## src/rtl/status_array.sv

```systemverilog
// Instruction cache status array: single-port row storage with per-field masked
// writes and a per-row written flag so reads of never-written rows are flagged.
module status_array #(
  parameter int ADDR_WIDTH = 6,
  parameter int NUM_BLOCKS = 4,
  parameter int ROW_WIDTH  = 8
) (
  input  logic                  gated_clk,
  input  logic                  arst_n,
  input  logic                  i_halt,
  input  logic [ADDR_WIDTH-1:0] i_addr,
  input  logic [ROW_WIDTH-1:0]  i_data,
  input  logic                  i_wen,
  input  logic [NUM_BLOCKS-1:0] i_wmask,
  input  logic                  i_valid,
  output logic                  o_ready,
  output logic [ROW_WIDTH-1:0]  o_rdata,
  output logic                  o_rvalid,
  output logic                  o_runinit,
  output logic                  o_all_written
);

  localparam int DEPTH = 1 << ADDR_WIDTH;
  localparam int FW    = ROW_WIDTH / NUM_BLOCKS;

  logic [ROW_WIDTH-1:0] mem [DEPTH];
  logic [DEPTH-1:0]     written;
  logic                 accept;
  logic                 do_write;
  logic                 do_read;

  assign o_ready  = ~i_halt;
  assign accept   = i_valid & o_ready;
  assign do_write = accept & i_wen & (|i_wmask);
  assign do_read  = accept & ~i_wen;

  // NOTE: the array has no reset; the written flags alone give rows meaning,
  // which keeps the storage a plain reset-free register file.
  always_ff @(posedge gated_clk) begin
    if (do_write) begin
      for (int k = 0; k < NUM_BLOCKS; k++) begin
        if (i_wmask[k]) mem[i_addr][k*FW +: FW] <= i_data[k*FW +: FW];
      end
    end
  end

  always_ff @(posedge gated_clk or negedge arst_n) begin
    if (!arst_n) begin
      written       <= '0;
      o_all_written <= 1'b0;
    end else begin
      if (do_write) written[i_addr] <= 1'b1;
      // Samples the flags before this edge's update, so it rises one cycle
      // after the last flag is set.
      o_all_written <= &written;
    end
  end

  always_ff @(posedge gated_clk or negedge arst_n) begin
    if (!arst_n) begin
      o_rdata   <= '0;
      o_runinit <= 1'b0;
      o_rvalid  <= 1'b0;
    end else begin
      o_rvalid <= do_read;
      if (do_read) begin
        o_rdata   <= mem[i_addr];
        o_runinit <= ~written[i_addr];
      end
    end
  end

endmodule

```

## config.mk

```make
export PLATFORM = sky130hd
export DESIGN_NAME = status_array
export DESIGN_NICKNAME = d
export VERILOG_FILES = /design/src/rtl/status_array.sv
export SDC_FILE = /design/constraint.sdc
export NUM_CORES = 1
export LEC_CHECK = 0
export BUFFER_PORTS_ARGS = -buffer_cell sky130_fd_sc_hd__buf_4
export CAP_MARGIN = 20
export CORE_UTILIZATION = 45
export CTS_BUF_LIST = sky130_fd_sc_hd__clkbuf_8
export CTS_CLUSTER_SIZE = 28
export DETAILED_ROUTE_END_ITERATION = 10
export MAX_ROUTING_LAYER = met4
export PLACE_DENSITY = 0.57
export SLEW_MARGIN = 20
export SYNTH_ARGS = -nofsm -noshare
export SYNTH_HDL_FRONTEND = slang
export SYNTH_SLANG_ARGS = --single-unit
```

## constraint.sdc

```tcl
create_clock -name gated_clk -period 2.5 [get_ports gated_clk]
set_input_delay 0.375 -clock gated_clk [delete_from_list [all_inputs] [get_ports gated_clk]]
set_output_delay 0.375 -clock gated_clk [all_outputs]
set_load 0.01 [all_outputs]
```

==> flow_metrics.env <==
export IMPL_status="finished clean"
export IMPL_skew_ns=0.03576
export IMPL_drcViolationCount=0
export IMPL_yosys_register_bits=587
export IMPL_row_count=85
export IMPL_hold_violations=0
export IMPL_pwr_density_cell_nw_per_um2=728.9
export IMPL_start_util_pct=45.56
export IMPL_reg2reg_depth=6
export IMPL_timing_fmax_ghz=0.5191
export IMPL_die_h_um=235.6
export IMPL_dp_cells=2408
export IMPL_place_congestion=0.8879
export IMPL_instances_no_fill=2596
export IMPL_drive_above_1_share_pct=18.65
export IMPL_seq_area_frac_synth_pct=70.23
export IMPL_place_area_sq_um=26120
export IMPL_maxCapViolations=0
export IMPL_clk_pin_slew_ns=0.06
export IMPL_numCtsBuffers=98
export IMPL_drt_first_pass_iters=5
export IMPL_vias=15715
export IMPL_insertion_delay_ns=0.70
export IMPL_worstMarginPinSlew_ns=1.010
export IMPL_min_period_ns=1.926
export IMPL_avgSynthCellArea_sq_um=14.67
export IMPL_antenna_left=0
export IMPL_design_area_sq_um=27980
export IMPL_slew_headroom_pct=32.39
export IMPL_routedWlPerCell_um=27.86
export IMPL_syn_area_sq_um=24560
export IMPL_synthTopCellsByArea="edfxtp_1 63%, dfrtp_1 7.6%, mux2i_1 5.1%, nor2_1 4.5%, mux4_2 2.2%"
export IMPL_cts_root_buf="clkbuf_8"
export IMPL_antenna_found_initial=3
export IMPL_yosysTopAreaCell="edfxtp_1"
export IMPL_crit_path_end_kind="flop"
export IMPL_vdd_drop_max_v=0.0003950
export IMPL_grt_max_degree=65
export IMPL_syn2layout_area_growth_pct=13.93
export IMPL_cts_sinks=587
export IMPL_r2r_slack_ns=0.57
export IMPL_drt_iter0_drc=1567
export IMPL_synth_cell_types=67
export IMPL_critPathKind="flop to flop"
export IMPL_dp_hpwl_mm=46.36
export IMPL_yosys_area_top_type_share_pct=62.59
export IMPL_final_net_count=1836
export IMPL_core_area_sq_um=53920
export IMPL_place_worst_setup_slack_ns=-0.008367
export IMPL_clockBufferDepth=3
export IMPL_final_setup_viol_count=0
export IMPL_synthFlopType="edfxtp_1"
export IMPL_synthesis_nets=1697
export IMPL_worstPathMaxFanout=1
export IMPL_setup_tns_ns=0
export IMPL_setup_worst_path_start_class="flop"
export IMPL_leakage_nw=10.19
export IMPL_via_per_inst=6.054
export IMPL_cts_max_level=3
export IMPL_rsz0062_at_grt="false"
export IMPL_finalWorstSetupSlack_ns=0.5737
export IMPL_worstPathArrival_ns=2.48
export IMPL_period_share_pct=77.05
export IMPL_gr_total_overflow=0
export IMPL_wl_mm=72.33
export IMPL_ys_warn_count=0
export IMPL_io_buffers=34
export IMPL_synth_edf_count=512
export IMPL_synth_async_sr_flop_share_pct=12.78
export IMPL_dieWidth_um=235.6
export IMPL_timing_hold_ws_ns=0.2225
export IMPL_grt_usage_pct=27.24
export IMPL_die_area_sq_um=55520
export IMPL_grt_first_pass_wirelength_mm=106.6
export IMPL_grt_pass1_vias=15908
export IMPL_required_ns=3.06
export IMPL_cts_tree="built"
export IMPL_synthCells=1674
export IMPL_hold_path_class="primary input to asynchronous set/reset pin"
export IMPL_ios=35
export IMPL_slew_violations=0
==> worst max-delay path: stages, from the launching register on <==
cell and delay (ns):
edfxtp_1 0.37, mux2_1 0.32, a221oi_1 0.26, a31oi_1 0.11, o21ai_0 0.23, o211ai_1 0.12
o32a_1 0.36
==> cells in the mapped netlist, types with 28 or more instances <==
cell / n
a21o_1: 64
a221oi_1: 38
o22ai_1: 28
buf_2: 53
edfxtp_1: 512
mux2i_1: 126
a21oi_1: 30
nor2_1: 293
dfrtp_1: 75
nand2_1: 75
a22oi_1: 50
o21ai_0: 35
==> registers in the layout, indices dropped and copies added, names as in the netlist <==
name           count
written           64
o_rdata            8
mem              512
o_runinit          1
o_rvalid           1
o_all_written      1
==> cells by family (layout without fill, tap and decap cells) <==
family | Yosys count | after routing | share of synthesized area (%)
AO/OA/AOI/OAI | 323 | 323 | 9.617
buffers and inverters | 123 | 347 | 3.280
flip-flops | 587 | 587 | 70.23
multiplexers | 180 | 180 | 8.787
other | 0 | 2 | 0
AND/OR/NAND/NOR | 461 | 461 | 8.084
==> metrics by stage <==
| step | utilization [%] | total power [mW] |
|---|---|---|
| 6_report | 51.90 | 20.40 |
| 5_1_grt | 51.90 | 21.07 |
| 4_1_cts | 51.89 | 20.51 |
| 3_5_place_dp | 48.43 | 12.52 |
| 3_3_place_gp | 48.43 | 12.51 |
| 2_1_floorplan | - | 11.79 |
==> routing by layer <==
| metal | global-route usage (%) | vias up | part of all wire [%] |
|---|---|---|---|
| met5 | - | - | 0 |
| met4 | 9.705 | 0 | 2.9 |
| met3 | 5.840 | 142 | 8.9 |
| met2 | 41.75 | 763 | 47 |
| met1 | 35.91 | 8050 | 41 |
| li1 | - | 6760 | - |
==> report_power, final <==
part	switching [mW]	internal (mW)
combinational	0.914	0.524
sequential	0.117	10.8
clock	3.91	4.15
==> worst paths after layout <==
kind	start	to
setup / recovery	mem[61][5]	o_rdata[5]
hold / removal	arst_n	o_rdata[2]
setup reg to reg	mem[61][5]	o_rdata[5]
hold reg to reg	written[15]	written[15]
max in group asynchronous	arst_n	written[14]
min in group gated_clk	i_data[7]	mem[47][7]
==> what timing repair did <==
item                                    4_1_cts  5_1_grt
resized for setup                             0        0
buffers inserted                              0        0
hold buffers                                  1        0
endpoints found under the hold margin        33        0
endpoints found under the setup margin        0        0
==> layout make-up <==
cell class	instances	area, sq um
Fill cell	4614	25940
Antenna cell	2	5.005
Inverter	8	30.03
Clock buffer	107	1473
Tap cell	696	870.8
Timing Repair Buffer	154	1456
Sequential cell	587	17250
Multi-Input combinational cell	964	6516
Clock inverter	78	381.6
==> placed cells by master (no fill, tap or decap), drive strengths merged, types with 3 or more instances in the layout <==
master,instances
a211oi,3
a21o,64
a21oi,31
a221o,4
a221oi,43
a222oi,5
a22o,17
a22oi,50
a31oi,11
a32oi,3
and2,6
and3,5
and3b,3
buf,152
clkbuf,108
clkinv,37
dfrtp,75
edfxtp,512
inv,46
mux2,30
mux2i,126
mux4,24
nand2,75
nand2b,4
nand3,21
nand4,19
nor2,296
nor2b,5
nor3,3
nor3b,3
nor4,5
o211ai,5
o21ai,42
o221ai,3
o22ai,28
o32a,4
or2,5
No activity file was read; power rests on OpenSTA's default activity.
